File: src/rtl/uart_pkg.sv
// Shared encodings for the UART receiver: parity modes, FSM states and bit-period sampling points.
package uart_pkg;

    typedef enum logic [1:0] {
        PAR_NONE = 2'b00,
        PAR_EVEN = 2'b01,
        PAR_ODD  = 2'b10,
        PAR_RSVD = 2'b11
    } parity_mode_e;

    typedef enum logic [2:0] {
        IDLE,
        START,
        DATA,
        PARITY,
        STOP
    } rx_state_e;

    localparam int         SUB_TICKS = 8;
    localparam logic [2:0] SAMPLE_A  = 3'd3;
    localparam logic [2:0] SAMPLE_B  = 3'd4;
    localparam logic [2:0] SAMPLE_C  = 3'd5;

    function automatic logic maj3(input logic a, input logic b, input logic c);
        return (a & b) | (a & c) | (b & c);
    endfunction

endpackage

File: src/rtl/rx_fifo.sv
// Generic synchronous FIFO; head word is presented combinationally and reads as zero when empty.
// Latency: a pushed word is visible at the head one cycle after the push.
// Backpressure: push is refused when full unless a pop happens in the same cycle.
module rx_fifo #(
    parameter int WIDTH = 8,
    parameter int DEPTH = 4
) (
    input  logic                     clk,
    input  logic                     rst_n,
    input  logic                     push,
    input  logic [WIDTH-1:0]         push_dat,
    input  logic                     pop,
    output logic [WIDTH-1:0]         head_dat,
    output logic                     full,
    output logic                     empty,
    output logic [$clog2(DEPTH):0]   count
);

    localparam int AW = $clog2(DEPTH);

    logic [WIDTH-1:0] mem [DEPTH];
    logic [AW-1:0]    wr_ptr;
    logic [AW-1:0]    rd_ptr;
    logic             do_push;
    logic             do_pop;

    assign full     = (count == DEPTH[AW:0]);
    assign empty    = (count == '0);
    assign do_pop   = pop & ~empty;
    assign do_push  = push & (~full | do_pop);
    assign head_dat = empty ? '0 : mem[rd_ptr];

    always_ff @(posedge clk) begin
        if (do_push) begin
            mem[wr_ptr] <= push_dat;
        end
    end

    always_ff @(posedge clk or negedge rst_n) begin
        if (!rst_n) begin
            wr_ptr <= '0;
            rd_ptr <= '0;
            count  <= '0;
        end else begin
            if (do_push) begin
                wr_ptr <= wr_ptr + 1'b1;
            end
            if (do_pop) begin
                rd_ptr <= rd_ptr + 1'b1;
            end
            case ({do_push, do_pop})
                2'b10:   count <= count + 1'b1;
                2'b01:   count <= count - 1'b1;
                default: count <= count;
            endcase
        end
    end

endmodule

File: src/rtl/uart_rx_param.sv
// Oversampling UART receiver (8 sub-ticks per bit, 2-of-3 majority) feeding an AXI-stream FIFO.
// Latency: character written at the final stop-bit mid-sample, tvalid one cycle later.
// Backpressure: tready=0 lets the FIFO fill; a character arriving to a full FIFO is dropped with overrun_error.
module uart_rx_param
    import uart_pkg::*;
#(
    parameter int DATA_WIDTH = 8,
    parameter int FIFO_DEPTH = 4
) (
    input  logic                          clk,
    input  logic                          rst_n,
    input  logic                          rxd,
    input  logic [15:0]                   prescale,
    input  logic [1:0]                    parity_mode,
    input  logic                          stop_bits,
    output logic [DATA_WIDTH-1:0]         m_axis_tdata,
    output logic                          m_axis_tvalid,
    input  logic                          m_axis_tready,
    output logic                          busy,
    output logic                          overrun_error,
    output logic                          frame_error,
    output logic                          parity_error,
    output logic [$clog2(FIFO_DEPTH):0]   fifo_count
);

    rx_state_e              state;
    rx_state_e              state_nxt;
    logic                   rxd_s1;
    logic                   rxd_s2;
    logic                   rxd_d;
    logic                   fall;
    logic [15:0]            ps_q;
    logic [15:0]            ps_last;
    parity_mode_e           par_q;
    logic                   stop2_q;
    logic [15:0]            sub_cnt;
    logic [2:0]             sub_tick;
    logic [1:0]             samp;
    logic [3:0]             bit_idx;
    logic [DATA_WIDTH-1:0]  shreg;
    logic                   par_bad;
    logic                   frame_bad;
    logic                   stop_idx;
    logic                   parity_en;
    logic                   last_stop;
    logic                   tick_start;
    logic                   mid_pt;
    logic                   bit_end;
    logic                   bit_val;
    logic                   start_det;
    logic                   push_req;
    logic                   frame_err_c;
    logic                   parity_err_c;
    logic                   fifo_full;
    logic                   fifo_empty;
    logic                   pop;

    always_ff @(posedge clk or negedge rst_n) begin
        if (!rst_n) begin
            rxd_s1 <= 1'b1;
            rxd_s2 <= 1'b1;
            rxd_d  <= 1'b1;
        end else begin
            rxd_s1 <= rxd;
            rxd_s2 <= rxd_s1;
            rxd_d  <= rxd_s2;
        end
    end

    assign fall       = rxd_d & ~rxd_s2;
    assign ps_last    = ps_q - 16'd1;
    assign parity_en  = (par_q == PAR_EVEN) || (par_q == PAR_ODD);
    assign last_stop  = ~stop2_q | stop_idx;
    assign tick_start = (state != IDLE) && (sub_cnt == '0);
    assign mid_pt     = tick_start && (sub_tick == SAMPLE_C);
    assign bit_end    = (sub_tick == 3'(SUB_TICKS - 1)) && (sub_cnt == ps_last);
    // Third sample is taken live so the bit is resolved in the same cycle as the mid-sample.
    assign bit_val    = maj3(samp[0], samp[1], rxd_s2);

    always_ff @(posedge clk or negedge rst_n) begin
        if (!rst_n) begin
            state <= IDLE;
        end else begin
            state <= state_nxt;
        end
    end

    always_comb begin
        state_nxt    = state;
        start_det    = 1'b0;
        push_req     = 1'b0;
        frame_err_c  = 1'b0;
        parity_err_c = 1'b0;
        case (state)
            IDLE: begin
                if (fall && (prescale != 16'd0)) begin
                    state_nxt = START;
                    start_det = 1'b1;
                end
            end
            START: begin
                if (mid_pt && bit_val) begin
                    state_nxt = IDLE;
                end else if (bit_end) begin
                    state_nxt = DATA;
                end
            end
            DATA: begin
                if (bit_end && (bit_idx == 4'(DATA_WIDTH - 1))) begin
                    state_nxt = parity_en ? PARITY : STOP;
                end
            end
            PARITY: begin
                if (bit_end) begin
                    state_nxt = STOP;
                end
            end
            STOP: begin
                if (mid_pt && last_stop) begin
                    frame_err_c  = ~bit_val | frame_bad;
                    parity_err_c = par_bad;
                    push_req     = bit_val & ~frame_bad & ~par_bad;
                end
                if (bit_end && last_stop) begin
                    state_nxt = IDLE;
                end
            end
            default: state_nxt = IDLE;
        endcase
    end

    always_ff @(posedge clk or negedge rst_n) begin
        if (!rst_n) begin
            ps_q      <= '0;
            par_q     <= PAR_NONE;
            stop2_q   <= 1'b0;
            sub_cnt   <= '0;
            sub_tick  <= '0;
            samp      <= '0;
            bit_idx   <= '0;
            shreg     <= '0;
            par_bad   <= 1'b0;
            frame_bad <= 1'b0;
            stop_idx  <= 1'b0;
        end else begin
            if (start_det) begin
                ps_q      <= prescale;
                par_q     <= parity_mode_e'(parity_mode);
                stop2_q   <= stop_bits;
                bit_idx   <= '0;
                par_bad   <= 1'b0;
                frame_bad <= 1'b0;
                stop_idx  <= 1'b0;
            end
            if ((state == IDLE) || (state_nxt == IDLE)) begin
                sub_cnt  <= '0;
                sub_tick <= '0;
            end else if (sub_cnt == ps_last) begin
                sub_cnt  <= '0;
                sub_tick <= sub_tick + 3'd1;
            end else begin
                sub_cnt  <= sub_cnt + 16'd1;
            end
            if (tick_start && (sub_tick == SAMPLE_A)) begin
                samp[0] <= rxd_s2;
            end
            if (tick_start && (sub_tick == SAMPLE_B)) begin
                samp[1] <= rxd_s2;
            end
            if ((state == DATA) && mid_pt) begin
                shreg <= {bit_val, shreg[DATA_WIDTH-1:1]};
            end
            if ((state == DATA) && bit_end) begin
                bit_idx <= bit_idx + 4'd1;
            end
            if ((state == PARITY) && mid_pt) begin
                par_bad <= ((^shreg) ^ bit_val) != (par_q == PAR_ODD);
            end
            if ((state == STOP) && mid_pt && !bit_val) begin
                frame_bad <= 1'b1;
            end
            if ((state == STOP) && bit_end) begin
                stop_idx <= 1'b1;
            end
        end
    end

    assign pop           = m_axis_tvalid & m_axis_tready;
    assign m_axis_tvalid = ~fifo_empty;
    assign busy          = (state != IDLE);
    assign frame_error   = frame_err_c;
    assign parity_error  = parity_err_c;
    assign overrun_error = push_req & fifo_full & ~pop;

    rx_fifo #(
        .WIDTH (DATA_WIDTH),
        .DEPTH (FIFO_DEPTH)
    ) u_fifo (
        .clk      (clk),
        .rst_n    (rst_n),
        .push     (push_req),
        .push_dat (shreg),
        .pop      (pop),
        .head_dat (m_axis_tdata),
        .full     (fifo_full),
        .empty    (fifo_empty),
        .count    (fifo_count)
    );

endmodule

File: config.mk
export PLATFORM = sky130hd
export DESIGN_NAME = uart_rx_param
export DESIGN_NICKNAME = d
export VERILOG_FILES = /design/src/rtl/uart_pkg.sv /design/src/rtl/rx_fifo.sv /design/src/rtl/uart_rx_param.sv
export SDC_FILE = /design/constraint.sdc
export NUM_CORES = 1
export LEC_CHECK = 0
export CAP_MARGIN = 20
export CORE_UTILIZATION = 47
export DETAILED_ROUTE_END_ITERATION = 7
export PLACE_DENSITY_LB_ADDON = 0.05
export SLEW_MARGIN = 10
export SYNTH_ARGS = -nofsm -noshare
export SYNTH_HDL_FRONTEND = slang
export SYNTH_SLANG_ARGS = --single-unit
File: constraint.sdc
create_clock -name clk -period 3.45 [get_ports clk]
set_input_delay 0.345 -clock clk [delete_from_list [all_inputs] [get_ports clk]]
set_output_delay 0.345 -clock clk [all_outputs]
set_load 0.02 [all_outputs]
[Word level (Yosys, flattened, before mapping)]
Memory sizes are Yosys's and may differ from the RTL's.
Cells that the tools add are included.
Cells by class
  $add $sub $neg: 8
  eq/ne operators: 16
  mux-type cells: 30
  bitwise gates (word level): 25
  reductions and logical operators: 32
Operators with widths (number)
  $mux 16: 2
  $mux 3: 9
  $add 16x1->16 const B: 1
  $eq 16x16->1: 1
  $logic_and 1x1->1: 16
  $logic_not 16->1: 1
  $reduce_bool 16->1: 1
  $sub 16x1->16 const B: 1
  $eq 3x3->1 const B: 5
  $pmux 3 s5: 1
  $mux 1: 14
  $reduce_bool 2->1: 6
  $and 1x1->1: 11
  $eq 3x2->1 const B: 3
  $logic_not 3->1: 3
  $mux 4: 2
  $mux 8: 1
  $not 1->1: 8
  $reduce_xor 8->1: 1
  $add 3x1->3 const B: 2
  $pmux 3 s2: 1
  $or 1x1->1: 5
  $add 2x1->2 const B: 2
  $add 4x1->4 const B: 1
  other kinds (10): 13
Word-level totals
  register bits after elaboration: 68
  RAM bits: 32
  input port bits: 23
  memories: 1
Memory list
  u_fifo.mem: depth 4, width 8, read ports 1, clocked after memory_dff 0, wr ports 1, line rx_fifo.sv:21  | logic [WIDTH-1:0] mem [DEPTH];

[Depth between registers and ports, before layout]
  depth after elaboration: 10
  gate-level depth with buffers: 15
  mapped depth without buffers: 15

[By module]
From an unflattened synthesis, not the netlist that was laid out.
Unflattened totals
  cell total of the unflattened synthesis: 491
  area total of the unflattened synthesis: 5482.8 um^2
By module, submodules not included
  uart_rx_param: instances 1, cells each 386, area each 3751.1 um^2, seq. area each 1530.2 um^2
  rx_fifo: instances 1, cells each 105, area each 1731.7 um^2, seq. area each 1136.1 um^2

[Worst setup path before layout]
OpenSTA, ideal clock, no wires.
  kind: register to register
  start point: register sub_cnt[0]
  end point: register u_fifo.count[2]
  library setup time: 0.132 ns
  arrival time: 3.029 ns
  data required time: 3.318 ns
  path slack: 0.289 ns
  cell stages (with the launch flop): 16
  path buffers: 0
  period minus slack after synthesis: 3.161 ns
  cell sequence: dfrtp_1 inv_1 ha_1 nor3b_1 nand3_1 or4_1 nor2_1 nand2_1 nor4b_2 inv_1 ha_1 inv_1 fa_1 xor2_1 nor2_1 xor2_1
On the way
  word-level cells in the longest chain between the ends: 9
RTL lines
  from (decl): line uart_rx_param.sv:36  | logic [15:0] sub_cnt;
  from (signal assigned): line uart_rx_param.sv:162  | sub_cnt <= sub_cnt + 16'd1;
  $logic_not 16->1 (*): line uart_rx_param.sv:74  | assign tick_start = (state != IDLE) && (sub_cnt == '0);
  $logic_and 1x1->1 (*): line uart_rx_param.sv:74
  $logic_and 1x1->1 (*): line uart_rx_param.sv:75  | assign mid_pt = tick_start && (sub_tick == SAMPLE_C);
  $logic_and 1x1->1 (*): line uart_rx_param.sv:119  | if (mid_pt && last_stop) begin
  $mux 1 (*): line uart_rx_param.sv:119
  $mux 1 (*): line uart_rx_param.sv:94  | case (state)
  $and 1x1->1 (*): line rx_fifo.sv:30  | assign do_push = push & (~full | do_pop);
  $eq 2x1->1 / $eq 2x2->1 (equally long branches): line rx_fifo.sv:51  | case ({do_push, do_pop})
  $pmux 3 s2 / $reduce_bool 2->1 (equally long branches)
  to (signal assigned): line rx_fifo.sv:52  | 2'b10: count <= count + 1'b1;
  to (signal assigned): line rx_fifo.sv:53  | 2'b01: count <= count - 1'b1;
  to (signal assigned): line rx_fifo.sv:54  | default: count <= count;
  to (decl): line rx_fifo.sv:16  | output logic [$clog2(DEPTH):0] count
Mark *: on every way between the ends. The rest lies on a longest branch, timed or not.
A chain may end at the register's enable or synchronous reset.

[Final worst setup path]
  start point: register sub_cnt[10]
  end point: output parity_error
On the way
  word-level cells in the longest chain between the ends: 6
RTL lines
  $logic_not 16->1: line uart_rx_param.sv:74
  $logic_and 1x1->1: line uart_rx_param.sv:74
  $logic_and 1x1->1: line uart_rx_param.sv:75
  $logic_and 1x1->1: line uart_rx_param.sv:119
  $mux 1: line uart_rx_param.sv:119
  $mux 1: line uart_rx_param.sv:94
  to (decl): line uart_rx_param.sv:22  | output logic parity_error,
No other way between the ends.

==> results.sh <==
export IMPL_status="finished, final reports clean"
export IMPL_design_area_um2=5970
export IMPL_fill_cells=974
export IMPL_postLayoutCoreUtil_pct=55.1
export IMPL_netSwitchingFraction_pct=36.5
export IMPL_dp_final_hpwl_um=7890
export IMPL_hold_violations=0
export IMPL_antenna_left=0
export IMPL_synth_cell_area_um2=5240
export IMPL_clock_latency_ns=0.37
export IMPL_setup_violations=0
export IMPL_crit_type="register to output port"
export IMPL_grt_pass1_vias=3635
export IMPL_nNetsFinal=560
export IMPL_synthTopCellsByCount="nand2_1 (71), dfrtp_1 (65), nor2_1 (37)"
export IMPL_period_share_pct=93.1
export IMPL_fin_tns_setup_ns=0
export IMPL_synthTopCellsByArea="dfrtp_1 (31%), edfxtp_1 (18%), xnor2_1 (5.7%), nand2_1 (5.1%), ha_1 (3.6%)"
export IMPL_yosysTopAreaCellShare_pct=31.0
export IMPL_worst_path_max_delay_cell="clkdlybuf4s50_1"
export IMPL_p_int_uw=2230
export IMPL_core_rowCount=38
export IMPL_crit_chain="nor4_1, nand3_1, or4_1, nor2_2, and3_1, clkdlybuf4s50_1"
export IMPL_cts_sinks=100
export IMPL_required_ns=3.11
export IMPL_grt_ovfl_total=0
export IMPL_initialDrtViolationCount=130
export IMPL_fp_dieH_um=108
export IMPL_layout_drive_gt1_share_pct=12.5
export IMPL_cts_setup_buffers=0
export IMPL_grt_max_degree=33
export IMPL_cts_tree="yes"
export IMPL_yosys_most_used_dff="dfrtp_1"
export IMPL_total_power_uw=3510
export IMPL_comb_power_share_pct=30.2
export IMPL_powerDensity_nw_per_um2=588
export IMPL_antenna_found_initial=0
export IMPL_drc=0
export IMPL_crit_path_start_kind="register"
export IMPL_ys_types=61
export IMPL_reg2regPathDepth=8
export IMPL_antenna_cells=0
export IMPL_vdd_drop_max_mv=0.332
export IMPL_yosysTopAreaCell="dfrtp_1"
export IMPL_cpPeakStageDelay_ns=0.60
export IMPL_dr_total_vias=3619
export IMPL_cp_num_cells=6
export IMPL_synthArstFlopShare_pct=68.0
export IMPL_reg2reg_to="sub_cnt[0]"
export IMPL_syn_inst=486
export IMPL_first_pass_iters=4
export IMPL_die_area_um2=11600
export IMPL_postCtsHoldBufs=0
export IMPL_crit_path_end_kind="output port"
export IMPL_cts_buffers=9
export IMPL_coreArea_um2=10800
export IMPL_syn_nets=525
export IMPL_yosysWarnings=0
export IMPL_synth_edf_count=32
export IMPL_p_leak_uw=0.00253
export IMPL_timing_fmax_mhz=311
export IMPL_track_usage_pct=20.1
export IMPL_ioPinCount=39
export IMPL_dr_wl_met2_um=5070
export IMPL_worst_path_max_fanout=5
export IMPL_cts_buffer_depth=2
export IMPL_p_switching_uw=1280
export IMPL_clk_pin_slew_ns=0.10
export IMPL_die_x_um=108
export IMPL_wire_per_inst_um=15.8
export IMPL_avgSynthCellArea_um2=10.8
export IMPL_worst_path_buf_inv=1
export IMPL_post_dp_cell_area_um2=5750
export IMPL_start_util_pct=48.3
export IMPL_drv_cap=0
export IMPL_clock_skew_ns=0.0140
export IMPL_cp_arrival_ns=2.87
export IMPL_ctsRootBufferMaster="clkbuf_8"
export IMPL_vias_per_cell=5.43
export IMPL_htree_levels=3
export IMPL_critPathTopFamily="simple AND/OR/NAND/NOR gates"
export IMPL_drv_slew=0
export IMPL_r2r_slack_ns=0.34
export IMPL_tightest_slew_ns=0.968
export IMPL_rsz0062_at_grt="no"
export IMPL_clkPwrFrac_pct=22.3
export IMPL_reg2reg_from="ps_q[5]"
export IMPL_worstHoldPathType="input pin to asynchronous set/reset pin"
export IMPL_gp_congestion=0.869
export IMPL_layout_min_cycle_time_ns=3.21
export IMPL_syn_to_final_growth_pct=14.0
export IMPL_seqPwrFrac_pct=47.5
export IMPL_wirelength_um=10500
export IMPL_wl_met3_um=320
export IMPL_fin_hold_ws_ns=0.00442
export IMPL_ys_ff_latch=100
export IMPL_yosysSeqAreaShare_pct=50.9
export IMPL_grt_pass1_wl_um=17900
export IMPL_top_layer="met4"
export IMPL_yosysMostFrequentCell="nand2_1"
export IMPL_maxSlewHeadroom_pct=34.9
export IMPL_numPortBuffers=38
export IMPL_wl_met1_um=4910
-- per-layer routing --
layer / up-vias / GRT usage, %
met2: 74 / 33.7
met1: 1751 / 26.3
met4: 0 / 7.14
li1: 1778 / -
met5: - / 0
met3: 16 / 3.45
-- repair_timing --
action | CTS | global route
setup endpoints to repair | 1 | 5
gates resized for setup | 2 | 2
cloned | 0 | 0
-- power by group through the flow --
stage	registers [µW]	logic, µW	clock network [µW]
finish	1670	1060	784
global route	1710	1190	849
global placement	1680	1050	0
CTS	1670	1070	798
floorplan	1570	865	0
detailed placement	1690	1060	0
-- stage by stage --
stage	setup WS [ns]	instances
after global placement	0.288	650
after CTS	0.131	666
final	0.239	666
after global routing	0.0715	666
after floorplan	0.289	486
after detailed placement	0.196	650
-- state kept, by name, indices dropped and copies added, names as in the netlist --
signal and flops:
shreg 8, par_q 2, u_fifo.wr_ptr 2, sub_tick 3, rxd_s1 1, ps_q 16, state 3, bit_idx 4
stop2_q 1, rxd_s2 1, sub_cnt 16, u_fifo.rd_ptr 2, u_fifo.count 3, frame_bad 1, rxd_d 1, samp 2
u_fifo.mem 32, par_bad 1, stop_idx 1
-- logic make-up after synthesis --
logic type / synth area share (%)
buffers and inverters: 3.53
and+or+nand+nor: 21.0
xor gates and xnor gates: 8.69
AOI/OAI and AO/OA: 5.52
DFF: 50.9
muxes: 6.38
adders and majority gates: 3.96
-- layout make-up --
class | instances | area [µm²] | share of cell area [%]
timing repair buffer | 46 | 434 | 7.27
inverter | 22 | 82.6 | 1.38
sequential | 100 | 2670 | 44.6
clock buffer | 9 | 124 | 2.07
clock inverter | 7 | 81.3 | 1.36
tap | 140 | 175 | 2.93
multi-input combinational | 342 | 2410 | 40.3
-- placed cells by master, fill, tap and decap left out, drive strengths merged, types with 2 or more instances in the layout --
cell,Yosys,final
a21oi,4,4
a31o,2,2
a31oi,5,5
and2,14,14
and3,6,6
buf,7,9
clkbuf,15,9
clkdlybuf4s50,0,36
clkinv,0,3
dfrtp,65,65
dfstp,3,3
edfxtp,32,32
ha,15,15
inv,22,25
mux2,11,11
mux2i,3,3
mux4,8,8
nand2,71,71
nand2b,5,5
nand3,18,18
nand3b,4,4
nand4,7,7
nand4b,3,3
nor2,38,38
nor2b,2,2
nor3,5,5
nor3b,2,2
nor4,16,16
nor4b,2,2
o2111ai,2,2
o21ai,13,13
o31ai,7,7
or2,2,2
or3,3,3
or4,6,6
xnor2,34,34
xor2,18,18
-- worst register-to-register path: stages, from the launching register on --
cell,delay (ns)
dfrtp_1,0.48
or4_4,0.62
nor2_2,0.12
nand4_2,0.14
o31ai_1,0.33
nand3_1,0.11
o31ai_1,0.83
buf_4,0.31
nor2_1,0.06
-- how the worst max path moves through the flow --
stage	start	to	slack [ns]
2_1_floorplan	sub_cnt[0]	u_fifo.count[2]	0.29
3_3_place_gp	sub_cnt[3]	u_fifo.count[2]	0.29
3_5_place_dp	sub_cnt[3]	u_fifo.count[2]	0.20
4_1_cts	sub_cnt[0]	frame_error	0.13
5_1_grt	sub_cnt[0]	parity_error	0.07
6_report	sub_cnt[10]	parity_error	0.24
(Power assumes the default switching activity.)
